`config.mk`:
```
export PLATFORM = sky130hd
export DESIGN_NAME = pulse_event_monitor
export DESIGN_NICKNAME = d
export VERILOG_FILES = /design/src/rtl/pulse_event_monitor.sv
export SDC_FILE = /design/constraint.sdc
export NUM_CORES = 1
export LEC_CHECK = 0
export BUFFER_PORTS_ARGS = -buffer_cell sky130_fd_sc_hd__buf_4
export CORE_ASPECT_RATIO = 1.5
export CORE_MARGIN = 2
export CORE_UTILIZATION = 45
export CTS_CLUSTER_SIZE = 25
export DETAILED_ROUTE_END_ITERATION = 10
export GPL_ROUTABILITY_DRIVEN = 1
export PLACE_DENSITY = 0.68
export SYNTH_ARGS = -nofsm -noshare
export SYNTH_HDL_FRONTEND = slang
export SYNTH_SLANG_ARGS = --single-unit
```
`constraint.sdc`:
```
create_clock -name clk -period 2.2 [get_ports clk]
set_input_delay 0.55 -clock clk [delete_from_list [all_inputs] [get_ports clk]]
set_output_delay 0.55 -clock clk [all_outputs]
set_load 0.02 [all_outputs]
```
`src/rtl/pulse_event_monitor.sv`:
```
// Edge-detects the upstream count_pulse level and counts rises while armed.
// Raises a sticky done at the programmed threshold and flags overflow until acknowledged.
module pulse_event_monitor #(
  parameter int CNT_W = 8
) (
  input  logic             clk,
  input  logic             rst_n,
  input  logic             pulse_in,
  input  logic [CNT_W-1:0] thresh,
  input  logic             start,
  input  logic             stop,
  input  logic             ack,
  output logic [CNT_W-1:0] event_count,
  output logic             busy,
  output logic             done,
  output logic             overflow,
  output logic             err
);

  typedef enum logic [1:0] {
    IDLE  = 2'd0,
    ARMED = 2'd1,
    DONE  = 2'd2
  } state_t;

  state_t           state_r, state_s;
  logic             pulse_d_r;
  logic             rise_s;
  logic [CNT_W-1:0] thr_r, thr_s;
  logic [CNT_W-1:0] cnt_r, cnt_s;
  logic [CNT_W-1:0] cnt_inc_s;
  logic             ovf_r, ovf_s;
  logic             err_r, err_s;
  logic             busy_r, done_r;

  assign rise_s    = pulse_in & ~pulse_d_r;
  assign cnt_inc_s = cnt_r + {{(CNT_W-1){1'b0}}, 1'b1};

  // Next-state and next-value logic for the run controller
  always_comb begin
    state_s = state_r;
    thr_s   = thr_r;
    cnt_s   = cnt_r;
    ovf_s   = ovf_r;
    err_s   = 1'b0;
    case (state_r)
      IDLE: begin
        if (start) begin
          if (thresh != {CNT_W{1'b0}}) begin
            thr_s   = thresh;
            cnt_s   = {CNT_W{1'b0}};
            ovf_s   = 1'b0;
            state_s = ARMED;
          end else begin
            err_s   = 1'b1;
          end
        end else begin
          state_s = IDLE;
        end
      end
      ARMED: begin
        // stop outranks a same-cycle rise, which is then dropped
        if (stop) begin
          state_s = IDLE;
        end else if (rise_s) begin
          cnt_s = cnt_inc_s;
          if (cnt_inc_s == thr_r) begin
            state_s = DONE;
          end else begin
            state_s = ARMED;
          end
        end else begin
          state_s = ARMED;
        end
      end
      DONE: begin
        if (ack) begin
          state_s = IDLE;
          ovf_s   = 1'b0;
        end else if (rise_s) begin
          ovf_s   = 1'b1;
        end else begin
          state_s = DONE;
        end
      end
      default: begin
        state_s = IDLE;
      end
    endcase
  end

  // State and output registers; busy/done follow the next state so they are flops
  always_ff @(posedge clk or negedge rst_n) begin
    if (!rst_n) begin
      state_r   <= IDLE;
      pulse_d_r <= 1'b0;
      thr_r     <= {CNT_W{1'b0}};
      cnt_r     <= {CNT_W{1'b0}};
      ovf_r     <= 1'b0;
      err_r     <= 1'b0;
      busy_r    <= 1'b0;
      done_r    <= 1'b0;
    end else begin
      state_r   <= state_s;
      pulse_d_r <= pulse_in;
      thr_r     <= thr_s;
      cnt_r     <= cnt_s;
      ovf_r     <= ovf_s;
      err_r     <= err_s;
      busy_r    <= (state_s == ARMED);
      done_r    <= (state_s == DONE);
    end
  end

  assign event_count = cnt_r;
  assign busy        = busy_r;
  assign done        = done_r;
  assign overflow    = ovf_r;
  assign err         = err_r;

endmodule

```
==> results of run 1 <==
-- kinds of logic after synthesis --
family / synth area share
xor gates and xnor gates: 0.05094
and+or+nand+nor: 0.1684
muxes: 0.07485
adders and majority gates: 0.01039
AOI/OAI and AO/OA: 0.2048
buffers and inverters: 0.01247
DFF: 0.4782
-- flip-flops by register name, summed over array words and instances, names as in the netlist --
signal	cells
event_count	8
overflow	1
state_r	2
done	1
thr_r	8
pulse_d_r	1
busy	1
err	1
-- layout make-up --
cell class	instances	area share
clock buffer	4	0.03038
timing repair buffer	27	0.1367
tap	37	0.03122
sequential	23	0.3882
multi-input combinational	87	0.4135
-- final timing paths --
path | slack, ps | from | endpoint | depth (start not counted)
worst min-delay path | 170 | rst_n | event_count[6] | 1
min in group clk | 400 | pulse_in | pulse_d_r | 1
worst max-delay path | 140 | event_count[1] | state_r[0] | 6
worst min register to register | 530 | thr_r[0] | thr_r[0] | 1
max in group asynchronous | 1810 | rst_n | event_count[4] | 1
worst max register to register | 140 | event_count[1] | state_r[0] | 6
-- critical path, stage by stage (launching register included) --
cell and delay, ps:
dfrtp_1 410, ha_1 270, nand3_1 160, or3_1 390, a211oi_2 270, o311ai_2 210, a31o_1 250
-- cells in the final DEF, fill, tap and decap left out, types with 3 or more instances in the layout --
cell type  synthesis  layout
buf_4              0      27
dfrtp_1           23      23
o21ai_0           13      13
nand2_1            9       9
nor2_1             8       8
mux2_2             8       8
nand2b_1           4       4
xor2_1             4       4
xnor2_1            3       3
o22ai_1            3       3
and2_1             3       3
o31ai_1            3       3
clkbuf_8           0       3
-- report_power, final --
| part | switching, uW | leakage, uW | internal [uW] |
|---|---|---|---|
| combinational | 96.2 | 0.000328 | 104 |
| sequential | 41.0 | 0.000296 | 467 |
| clock | 136 | 0.0000228 | 129 |
| total | 273 | 0.000647 | 701 |
-- cells in the mapped netlist (all sizes together), types with 2 or more instances --
| library cell | instances | share of area |
|---|---|---|
| nor2 | 8 | 0.025 |
| and3 | 2 | 0.010 |
| o21ai | 13 | 0.054 |
| nor4 | 2 | 0.010 |
| xnor2 | 3 | 0.022 |
| nand2b | 4 | 0.021 |
| and2 | 3 | 0.016 |
| nand2 | 9 | 0.028 |
| a31o | 2 | 0.015 |
| a21oi | 3 | 0.016 |
| o41ai | 2 | 0.021 |
| dfrtp | 23 | 0.48 |
| xor2 | 4 | 0.029 |
| mux2 | 8 | 0.075 |
| o22ai | 3 | 0.016 |
| o31ai | 3 | 0.019 |
| or2 | 2 | 0.010 |
| nand3 | 2 | 0.012 |
| buf | 3 | 0.012 |
-- through the flow --
stage	instance area, um2	setup WS, ps	util	cells	hold slack (ps)
2_1_floorplan	1204	172.5	-	113	254.4
3_3_place_gp	1438	112.3	0.5490	174	456.7
3_5_place_dp	1438	107.3	0.5490	174	462.5
4_1_cts	1483	142.2	0.5662	178	178.6
5_1_grt	1483	8.988	0.5662	178	187.8
6_report	1483	138.2	0.5662	178	165.2
-- layer usage --
layer  vias to the layer above  GRT usage  wire length (um)  part of all wire
met5                         -          0                 0                 0
met4                         0    0.06429                39             0.015
met3                         5    0.02406                65             0.025
met2                        19     0.3507              1376              0.53
met1                       483     0.2164              1107              0.43
li1                        482          -                 -                 -
==> results.toml, run 1 <==
[placed_design]
placement.io_buffers = 25
detailed_place_hpwl_um = 1976
gp_routability_congestion = 0.7989

[synth]
synth-edff-count = 0
synthesized_flop_and_latch_total = 23
synth-async-reset-ratio = 1.000
ys_warn_count = 0
post_synth.cell_area_avg_um2 = 10.65
syn-cell-area_um2 = 1204
synthesis.nets = 128
ys_flop_type = "dfrtp_1"
post_synth_num_cell_types = 37
synth_sequential_area_ratio = 0.4782
netlist_instances = 113

[cts]
cts.sinks = 23
max-clock-path-buffers = 2
h-tree-depth = 1
clock_tree_from_tritoncts = "done"
ctsRootBufferMaster = "clkbuf_8"
post_cts_resize_count = 0
post_cts.repair.setup_buffers = 0
clkLatencyLatePin_ps = 270
clkTransAtPathRegs_ps = 80
ctsHoldBuffers = 0
number_of_clock_buffers_inserted_by_tritoncts = 3

[route]
drt_wl_total_um = 2588
initialDrtViolationCount = 19
vias = 989
drt_pass1_iterations = 4
drc_violations_left = 0
detail_route.vias_per_cell = 5.556
avgRoutedWirePerCell_um = 14.54
antenna_violating_nets_post_route = 0

[pwr]
power_uw = 973.9
cellPowerDensity_nw_per_um2 = 656.8
leakagePower_uw = 0.0006472
irDropWorstVdd_mv = 0.4915

[finish]
area_overhead_of_the_layout_relative_to_synthesis_pct = 23.18
register_area_um2 = 575.6
num-nets-final = 157
drive_gt1_frac = 0.3191
filler_cell_count_in_the_final_layout = 221
diodes = 0
multiInputGateArea_um2 = 613.1

[floorplanning]
overall_die_height_um = 67.34
width_of_the_chip_um = 46.23
floorplan.core_area_um2 = 2619
row_count = 23
pin_count = 26
die_area_um2 = 3113
initial_utilization = 0.4596

[setup_path]
cp_data_arrival_time_ps = 2230
critical_path.max_fanout = 6
startpoint_type = "flip-flop"
worst-endpoint-required_ps = 2370
worst-setup-path-type = "flip-flop to flip-flop"
endpoint_kind = "flip-flop"

[timing]
final.min_clock_period_ps = 2062
timing.final.hold_violations = 0
timing.fmax_ghz = 0.4850
final.setup_skew_ps = 5.666
worstMarginPinSlew_ps = 546.3
rsz_0062_raised_after_global_routing = "no"
slew_headroom = 0.6358
finalMaxSlewViolations = 0
tns_ps = 0
final_min_period_over_clock_period = 0.9372
finalSetupViolCount = 0

[global_route]
gr-usage-all-layers = 0.1907
maximum_number_of_pins_on_one_net_before_global_route_repair = 24
grt_first_pass_wirelength_um = 4271
grt_antenna_before_repair = 0
grt_pass1_vias = 970
grt.overflow.total = 0

[min_path]
min_path_type = "input pin to async pin"

[job]
cap_violations = 0

[status]
result_of_the_run = "completed"
No activity file was read; power rests on OpenSTA's default activity.
==> run 2, diff against run 1 <==
--- a/config.mk
+++ b/config.mk
@@ -12,7 +12,7 @@
 export CTS_CLUSTER_SIZE = 25
 export DETAILED_ROUTE_END_ITERATION = 10
 export GPL_ROUTABILITY_DRIVEN = 1
-export PLACE_DENSITY = 0.68
+export PLACE_DENSITY = 0.71
 export SYNTH_ARGS = -nofsm -noshare
 export SYNTH_HDL_FRONTEND = slang
 export SYNTH_SLANG_ARGS = --single-unit
==> constraint.sdc (replaced) <==
create_clock -name clk -period 1.7 [get_ports clk]
set_input_delay 0.425 -clock clk [delete_from_list [all_inputs] [get_ports clk]]
set_output_delay 0.425 -clock clk [all_outputs]
set_load 0.02 [all_outputs]
==> run 2 against run 1 <==
The run now ends with negative setup slack left. Combinational power increased by 88%. Clock power is 28% higher. Core utilization up 11 points. First-iteration DRC count up 42%. Critical path depth stayed put. Sequential share of layout area is 6.1 points lower. Final cell count grew 15%.
==> results.toml, run 2 (synthesized netlist as in run 1, its figures left out) <==
[status]
result_of_the_run = "complete, but fails checks"
failing_checks = "negative setup slack"

[timing]
timing.fmax_ghz = 0.5471
slew_headroom = 0.6844
worstMarginPinSlew_ps = 473.4
finalSetupViolCount = 4
rsz_0062_raised_after_global_routing = "yes"
finalMaxSlewViolations = 0
final.setup_skew_ps = 3.288
final.min_clock_period_ps = 1828
final_min_period_over_clock_period = 1.075
timing.final.hold_violations = 0
fin_ws_ps = -127.7

[floorplanning]
overall_die_height_um = 67.34
die_area_um2 = 3113
width_of_the_chip_um = 46.23
floorplan.core_area_um2 = 2619
initial_utilization = 0.4596
pin_count = 26
row_count = 23

[cts]
ctsRootBufferMaster = "clkbuf_8"
clkLatencyLatePin_ps = 270
number_of_clock_buffers_inserted_by_tritoncts = 3
max-clock-path-buffers = 2
clock_tree_from_tritoncts = "done"
h-tree-depth = 1
cts.sinks = 23
ctsHoldBuffers = 0
clkTransAtPathRegs_ps = 80

[global_route]
gr-usage-all-layers = 0.2248
grt.overflow.total = 0
maximum_number_of_pins_on_one_net_before_global_route_repair = 24
grt_first_pass_wirelength_um = 4933
grt_pass1_vias = 1134
grt_antenna_before_repair = 0

[finish]
multiInputGateArea_um2 = 695.7
num-nets-final = 184
mostFrequentLayoutCells = "buf_4 (54), dfrtp_1 (19), o21ai_0 (12), nand2_1 (9), mux2_2 (8)"
filler_cell_count_in_the_final_layout = 188
register_area_um2 = 580.6
area_overhead_of_the_layout_relative_to_synthesis_pct = 47.30
diodes = 0
most_common_cell_after_layout_fill_and_taps_aside = "buf_4"
drive_gt1_frac = 0.5000

[setup_path]
worst-setup-path-type = "flip-flop to flip-flop"
endpoint_kind = "flip-flop"
critical_path.max_fanout = 6
worstReg2RegStart = "event_count[1]"
cp_data_arrival_time_ps = 1990
crit_slowest_cell = "or4_4"
worst-endpoint-required_ps = 1860
critical_path_cell_count = 6
crit-reg2reg-capture = "busy"
reg2reg_slack_ps = -130
critPathBufInv = 1
critical_path_s_top_delay_family = "simple AND/OR/NAND/NOR gates"
startpoint_type = "flip-flop"
critical_path.max_stage_delay_ps = 510
r2r.worst_path.cells = 6
crit_chain = "buf_4, nand3_4, or4_4, a21oi_4, o311ai_4, a31o_1"

[job]
cap_violations = 0

[route]
avgRoutedWirePerCell_um = 14.77
drc_violations_left = 0
antenna_violating_nets_post_route = 0
initialDrtViolationCount = 27
drt_pass1_iterations = 4
vias = 1085
detail_route.vias_per_cell = 5.293
drt_wl_total_um = 3027

[pwr]
cellPowerDensity_nw_per_um2 = 769.4
leakagePower_uw = 0.0007986
irDropWorstVdd_mv = 0.7501
power_uw = 1364

[placed_design]
placement.io_buffers = 25
detailed_place_hpwl_um = 2329
gp_routability_congestion = 0.8218
placement.setup.worst_slack_ps = -181.1

[min_path]
min_path_type = "input pin to async pin"
==> run 2: metal layers <==
layer  wire length (um)  vias to the layer above  global-route usage
li1                   -                      530                   -
met1               1218                      522              0.2757
met2               1646                       26              0.3767
met3                 95                        7             0.04278
met4                 68                        0             0.08929
met5                  0                        -                   0
==> run 2: worst max-delay path by stage <==
stage          slack, ps      startpoint  endpoint
2_1_floorplan        -80  event_count[0]      busy
3_3_place_gp        -150       thresh[1]  thr_r[1]
3_5_place_dp        -180       thresh[5]  thr_r[5]
4_1_cts             -120  event_count[1]      busy
5_1_grt             -170  event_count[1]      busy
6_report            -130  event_count[1]      busy
==> run 2: power breakdown <==
part / internal [uW] / total (uW) / switching [uW]
sequential: 606 / 651 / 44.8
combinational: 196 / 375 / 178
clock: 168 / 339 / 171
total: 970 / 1360 / 394
==> run 2: area by class of cell <==
cell class,count,area share
multi-input cells,87,0.3924
flip-flops and latches,23,0.3275
clock buffers,4,0.02541
repair buffers,54,0.2287
well taps,37,0.02611
==> run 2: worst reg2reg max path: stages, from the launching register on <==
cell	delay, ps
dfrtp_2	410
buf_4	140
nand3_4	90
or4_4	510
a21oi_4	180
o311ai_4	150
a31o_1	240
==> run 2: repair_timing <==
action,CTS,global route
setup endpoints to repair,4,15
pin swaps,7,2
setup buffers,2,1
gates resized for setup,9,4
gates cloned,0,0
==> run 2: stage by stage <==
| step | cell area (um2) | hold WS, ps | util | setup TNS (ps) | std cells |
|---|---|---|---|---|---|
| final | 1773 | 33.93 | 0.6770 | -363.4 | 205 |
| after CTS | 1755 | 44.52 | 0.6703 | -419.9 | 204 |
| after global routing | 1773 | 58.29 | 0.6770 | -728.4 | 205 |
| after floorplan | 1225 | 129.4 | - | -166.5 | 113 |
| after global placement | 1639 | 331.9 | 0.6259 | -1431 | 198 |
| after detailed placement | 1639 | 335.6 | 0.6259 | -1843 | 198 |
